--- src/rtl/arm_cond_pkg.sv ---
// ARM condition-code definitions and writeback packet fields shared by the result stage and fetch-side branch logic.
// Pure type/constant package: no logic, no latency.
package arm_cond_pkg;

   typedef enum logic [3:0] {
      EQ = 4'b0000,
      NE = 4'b0001,
      CS = 4'b0010,
      CC = 4'b0011,
      MI = 4'b0100,
      PL = 4'b0101,
      VS = 4'b0110,
      VC = 4'b0111,
      HI = 4'b1000,
      LS = 4'b1001,
      GE = 4'b1010,
      LT = 4'b1011,
      GT = 4'b1100,
      LE = 4'b1101,
      AL = 4'b1110,
      NV = 4'b1111
   } cond_e;

   localparam int FLAG_N = 3;
   localparam int FLAG_Z = 2;
   localparam int FLAG_C = 1;
   localparam int FLAG_V = 0;

   // Width-independent part of the writeback packet; the stage prepends the M-bit result.
   typedef struct packed {
      logic [3:0] rd;
      logic       reg_write;
      logic       mem_write;
      logic       pcs_src;
      logic       cond_ex;
   } wb_ctl_t;

endpackage

--- src/rtl/cond_check.sv ---
// Evaluates an ARM condition field against NZCV; purely combinational, zero latency.
// No handshake: output follows inputs directly.
module cond_check
   import arm_cond_pkg::*;
(
   input  logic [3:0] i_cond,
   input  logic [3:0] i_flags,
   output logic       o_cond_ex
);

   logic w_n;
   logic w_z;
   logic w_c;
   logic w_v;

   assign w_n = i_flags[FLAG_N];
   assign w_z = i_flags[FLAG_Z];
   assign w_c = i_flags[FLAG_C];
   assign w_v = i_flags[FLAG_V];

   always_comb begin
      o_cond_ex = 1'b1;
      case (cond_e'(i_cond))
         EQ: o_cond_ex = w_z;
         NE: o_cond_ex = !w_z;
         CS: o_cond_ex = w_c;
         CC: o_cond_ex = !w_c;
         MI: o_cond_ex = w_n;
         PL: o_cond_ex = !w_n;
         VS: o_cond_ex = w_v;
         VC: o_cond_ex = !w_v;
         HI: o_cond_ex = w_c && !w_z;
         LS: o_cond_ex = !w_c || w_z;
         GE: o_cond_ex = (w_n == w_v);
         LT: o_cond_ex = (w_n != w_v);
         GT: o_cond_ex = !w_z && (w_n == w_v);
         LE: o_cond_ex = w_z || (w_n != w_v);
         // NV is deliberately treated as always-pass on this core.
         default: o_cond_ex = 1'b1;
      endcase
   end

endmodule

--- src/rtl/alu_result_stage.sv ---
// Post-ALU stage: condition check, NZCV update, registered writeback packet; 1 cycle accept-to-output.
// 2-entry skid (output + skid register); in_ready is registered and drops only when the skid entry is full.
module alu_result_stage
   import arm_cond_pkg::*;
#(
   parameter int M = 32
) (
   input  logic         i_clk,
   input  logic         i_rst_n,
   input  logic         i_in_valid,
   output logic         o_in_ready,
   input  logic [M-1:0] i_result,
   input  logic         i_z,
   input  logic         i_n,
   input  logic         i_v,
   input  logic         i_c,
   input  logic [3:0]   i_cond,
   input  logic [1:0]   i_flag_w,
   input  logic         i_reg_w,
   input  logic         i_mem_w,
   input  logic         i_pcs,
   input  logic [3:0]   i_rd,
   input  logic         i_flush,
   output logic         o_out_valid,
   input  logic         i_out_ready,
   output logic [M-1:0] o_out_result,
   output logic [3:0]   o_out_rd,
   output logic         o_out_reg_write,
   output logic         o_out_mem_write,
   output logic         o_out_pcs_src,
   output logic         o_out_cond_ex,
   output logic [3:0]   o_flags_q
);

   // Result width follows M, so the full packet is assembled here around the shared control fields.
   typedef struct packed {
      logic [M-1:0] result;
      wb_ctl_t      ctl;
   } wb_pkt_t;

   logic    r_out_vld;
   logic    r_skid_vld;
   logic    r_in_rdy;
   wb_pkt_t r_out_pkt;
   wb_pkt_t r_skid_pkt;
   logic [3:0] r_flags;

   logic    w_cond_ex;
   logic    w_acc;
   logic    w_deq;
   wb_pkt_t w_in_pkt;
   logic    w_out_vld_nxt;
   logic    w_skid_vld_nxt;
   wb_pkt_t w_out_pkt_nxt;
   wb_pkt_t w_skid_pkt_nxt;
   logic [3:0] w_flags_nxt;

   cond_check u_cond_check (
      .i_cond    (i_cond),
      .i_flags   (r_flags),
      .o_cond_ex (w_cond_ex)
   );

   assign w_acc = i_in_valid && r_in_rdy && !i_flush;
   assign w_deq = r_out_vld && i_out_ready;

   always_comb begin
      w_in_pkt               = '0;
      w_in_pkt.result        = i_result;
      w_in_pkt.ctl.rd        = i_rd;
      w_in_pkt.ctl.reg_write = i_reg_w && w_cond_ex;
      w_in_pkt.ctl.mem_write = i_mem_w && w_cond_ex;
      w_in_pkt.ctl.pcs_src   = i_pcs && w_cond_ex;
      w_in_pkt.ctl.cond_ex   = w_cond_ex;
   end

   // Skid register is only ever occupied while the output register is, so it drains first.
   always_comb begin
      w_out_vld_nxt  = r_out_vld;
      w_out_pkt_nxt  = r_out_pkt;
      w_skid_vld_nxt = r_skid_vld;
      w_skid_pkt_nxt = r_skid_pkt;
      if (i_flush) begin
         w_out_vld_nxt  = 1'b0;
         w_skid_vld_nxt = 1'b0;
      end else if (!r_out_vld || w_deq) begin
         if (r_skid_vld) begin
            w_out_vld_nxt  = 1'b1;
            w_out_pkt_nxt  = r_skid_pkt;
            w_skid_vld_nxt = 1'b0;
         end else begin
            w_out_vld_nxt = w_acc;
            if (w_acc) begin
               w_out_pkt_nxt = w_in_pkt;
            end
         end
      end else if (w_acc) begin
         w_skid_vld_nxt = 1'b1;
         w_skid_pkt_nxt = w_in_pkt;
      end
   end

   always_comb begin
      w_flags_nxt = r_flags;
      if (w_acc && w_cond_ex) begin
         if (i_flag_w[1]) begin
            w_flags_nxt[FLAG_N] = i_n;
            w_flags_nxt[FLAG_Z] = i_z;
         end
         if (i_flag_w[0]) begin
            w_flags_nxt[FLAG_C] = i_c;
            w_flags_nxt[FLAG_V] = i_v;
         end
      end
   end

   always_ff @(posedge i_clk or negedge i_rst_n) begin
      if (!i_rst_n) begin
         r_out_vld  <= 1'b0;
         r_skid_vld <= 1'b0;
         r_in_rdy   <= 1'b0;
         r_out_pkt  <= '0;
         r_skid_pkt <= '0;
         r_flags    <= 4'b0000;
      end else begin
         r_out_vld  <= w_out_vld_nxt;
         r_skid_vld <= w_skid_vld_nxt;
         r_in_rdy   <= !w_skid_vld_nxt;
         r_out_pkt  <= w_out_pkt_nxt;
         r_skid_pkt <= w_skid_pkt_nxt;
         r_flags    <= w_flags_nxt;
      end
   end

   assign o_in_ready      = r_in_rdy;
   assign o_out_valid     = r_out_vld;
   assign o_out_result    = r_out_pkt.result;
   assign o_out_rd        = r_out_pkt.ctl.rd;
   assign o_out_reg_write = r_out_pkt.ctl.reg_write;
   assign o_out_mem_write = r_out_pkt.ctl.mem_write;
   assign o_out_pcs_src   = r_out_pkt.ctl.pcs_src;
   assign o_out_cond_ex   = r_out_pkt.ctl.cond_ex;
   assign o_flags_q       = r_flags;

endmodule

--- config.mk ---
export PLATFORM = sky130hd
export DESIGN_NAME = alu_result_stage
export DESIGN_NICKNAME = d
export VERILOG_FILES = /design/src/rtl/arm_cond_pkg.sv /design/src/rtl/cond_check.sv /design/src/rtl/alu_result_stage.sv
export SDC_FILE = /design/constraint.sdc
export NUM_CORES = 1
export LEC_CHECK = 0
export ABC_AREA = 1
export CORE_UTILIZATION = 52
export DETAILED_ROUTE_END_ITERATION = 10
export PLACE_DENSITY = 0.84
export SKIP_LAST_GASP = 1
export SYNTH_ARGS = -nofsm -noshare
export SYNTH_HDL_FRONTEND = slang
export SYNTH_SLANG_ARGS = --single-unit
export TNS_END_PERCENT = 1
--- constraint.sdc ---
create_clock -name i_clk -period 2.82 [get_ports i_clk]
set_clock_uncertainty 0.05 [all_clocks]
set_input_delay 0.705 -clock i_clk [delete_from_list [all_inputs] [get_ports i_clk]]
set_output_delay 0.705 -clock i_clk [all_outputs]
set_load 0.05 [all_outputs]
==> results.sh <==
export IMPL_outcome="complete, no violations"
export IMPL_ys_warnings_count=0
export IMPL_critPathArrivalTime_ps=1610
export IMPL_timing_rr_end="o_out_result[6]"
export IMPL_crit_path_top_delay_cell="clkdlybuf4s50_1"
export IMPL_core_mm2=0.00721
export IMPL_cts_root_buf="clkbuf_8"
export IMPL_path_max_fanout=5
export IMPL_io_pins=100
export IMPL_postCtsSetupBuffers=0
export IMPL_path_clk_slew_ps=90
export IMPL_grt_max_degree=74
export IMPL_pre_cts_ws_ps=252
export IMPL_gr_usage_all_layers_pct=24.6
export IMPL_cts_buffers=9
export IMPL_ff2ff_setup_slack_ps=1060
export IMPL_setup_viol=0
export IMPL_fin_nets=619
export IMPL_syn_area_mm2=0.00385
export IMPL_cp_required_ps=2070
export IMPL_num_fill_cells=557
export IMPL_regArea_mm2=0.00218
export IMPL_rsz0062_at_grt="false"
export IMPL_critPathKind="flop to primary output"
export IMPL_htree_num_levels=3
export IMPL_multi_input_area_mm2=0.00149
export IMPL_dieArea_mm2=0.00776
export IMPL_ys_ff_latch=87
export IMPL_setup_ws_ps=457
export IMPL_antenna_found_initial=0
export IMPL_p_per_area_mw_per_mm2=784
export IMPL_cp_end_kind="primary output"
export IMPL_synth_largest_area_cell="dfrtp_1"
export IMPL_numClockSinks=87
export IMPL_synthArstFlopShare_pct=100
export IMPL_worst_pin_slew_ps=639
export IMPL_grt_overflow_total=0
export IMPL_hold_buffers=0
export IMPL_n_antenna_cell=0
export IMPL_routabilityCongestion=0.791
export IMPL_r2r_start="o_in_ready"
export IMPL_slew_violations=0
export IMPL_stdcell_count=669
export IMPL_crit_start="o_flags_q[2]"
export IMPL_ys_seq_area_share_pct=56.5
export IMPL_hold_class="input pin to asynchronous set/reset pin"
export IMPL_placed_cell_area_mm2=0.00490
export IMPL_tritoncts="done"
export IMPL_fin_crit_ps=2360
export IMPL_max_freq_ghz=0.423
export IMPL_grt_pass1_vias=3296
export IMPL_die_w_um=88.1
export IMPL_syn_nets=527
export IMPL_drtIter0Drc=185
export IMPL_num_rows=31
export IMPL_layout_drive_gt1_share_pct=6.67
export IMPL_fin_area_mm2=0.00511
export IMPL_chipHeight_um=88.1
export IMPL_cp_start_kind="flop"
export IMPL_syn_avg_cell_area_um2=8.15
export IMPL_path_depth=1
export IMPL_portBuffers=99
export IMPL_worstPathBufferInverterCount=1
export IMPL_synth_enable_flop_cells=0
export IMPL_synth_area_leaders="dfrtp_1, nand2_1, a31oi_1, nor2_1, buf_4"
export IMPL_r2r_cells=6
export IMPL_hold_viol_final=0
export IMPL_crit_chain="clkdlybuf4s50_1"
export IMPL_clock_latency_ps=350
export IMPL_max_slew_margin_pct=57.4
export IMPL_area_growth_pct=32.6
export IMPL_finalSetupTns_ps=0
export IMPL_dp_cells=653
export IMPL_holdWs_ps=324
export IMPL_dp_hpwl_mm=6.03
export IMPL_drc=0
export IMPL_cp_top_family="buffers and inverters"
export IMPL_vdd_ir_drop_max_v=0.000412
export IMPL_start_util_pct=53.4
export IMPL_wire_per_inst_um=13.3
export IMPL_first_pass_iters=6
export IMPL_grt_first_pass_wirelength_mm=14.5
export IMPL_worstSetupEndpoint="o_flags_q[2]"
export IMPL_synth_cells=473
export IMPL_synth_distinct_cells=22
export IMPL_max_cap_viol_count=0
export IMPL_cts_resized=0
export IMPL_via_count=3452
export IMPL_avgViaCountPerCell=5.16
export IMPL_antenna_left=0
export IMPL_post_route_period_util_pct=83.8
export IMPL_slowest_delay_ps=830
export IMPL_synth_top_area_share_pct=56.5
export IMPL_clockBufferDepth=2
export IMPL_drt_total_wl_mm=8.88
export IMPL_p_leak_uw=0.00242
export IMPL_synthFlopType="dfrtp_1"
cell usage after synthesis, types with 5 or more instances:
cell type,n
nand3_1,6
nor2_1,55
nand2_2,5
buf_4,7
nand2_1,223
buf_2,5
dfrtp_1,87
a21oi_1,6
inv_1,10
a31oi_1,37
clkbuf_1,10
logic make-up (layout without fill, tap and decap cells):
logic type,after synthesis,after routing,share of synthesized area [%]
AND/OR/NAND/NOR,300,300,31.0
AO/OA/AOI/OAI,48,48,7.72
flip-flops,87,87,56.5
buffers and inverters,38,135,4.80
stage by stage:
stage               util (%)  power, uW
detailed placement      68.0       3140
floorplan                  -       2620
finish                  70.9       4010
CTS                     70.9       4030
global route            70.9       4210
global placement        68.0       3090
layout by cell type (no fill, tap or decap), drive strengths merged:
cell,n
a21oi,6
a31oi,37
buf,6
bufinv,1
clkbuf,12
clkdlybuf4s50,98
clkinv,2
clkinvlp,2
dfrtp,87
inv,14
nand2,229
nand3,9
nand4,4
nor2,58
o21ai,5
cell type report:
cell class                      instances  share of cell area [%]
Clock buffer                           12                    3.03
Inverter                               15                    1.15
Multi-Input combinational cell        348                    29.2
Timing Repair Buffer                  104                    20.6
Tap cell                               99                    2.42
Sequential cell                        87                    42.6
Clock inverter                          4                    1.05
power by group:
| part | internal [uW] | leakage (uW) | switching, uW |
|---|---|---|---|
| combinational | 492 | 0.00128 | 898 |
| sequential | 1540 | 0.00104 | 184 |
| clock | 460 | 0.0000988 | 437 |
| total | 2490 | 0.00242 | 1520 |
sequential cells by signal, indices dropped and copies added, names as in the netlist:
signal	cells
r_skid_pkt	40
o_out_result	32
o_flags_q	4
o_out_rd	4
o_in_ready	1
o_out_cond_ex	1
o_out_mem_write	1
o_out_pcs_src	1
o_out_reg_write	1
o_out_valid	1
r_skid_vld	1
layer usage:
| metal | global-route usage, % | vias to the layer above | share of wire, % |
|---|---|---|---|
| met5 | 0 | - | 0 |
| met4 | 11.0 | 0 | 1.9 |
| met3 | 4.24 | 15 | 5.9 |
| met2 | 41.9 | 124 | 50 |
| met1 | 30.9 | 1630 | 42 |
| li1 | - | 1683 | - |
how the worst min path moves through the flow:
stage	from	endpoint
3_5_place_dp	r_skid_pkt[35]	r_skid_pkt[35]
5_1_grt	i_rst_n	o_out_result[10]
3_3_place_gp	r_skid_pkt[17]	r_skid_pkt[17]
4_1_cts	i_rst_n	o_out_result[2]
6_report	i_rst_n	o_out_rd[2]
2_1_floorplan	i_rst_n	o_flags_q[0]
(Power assumes the default switching activity.)
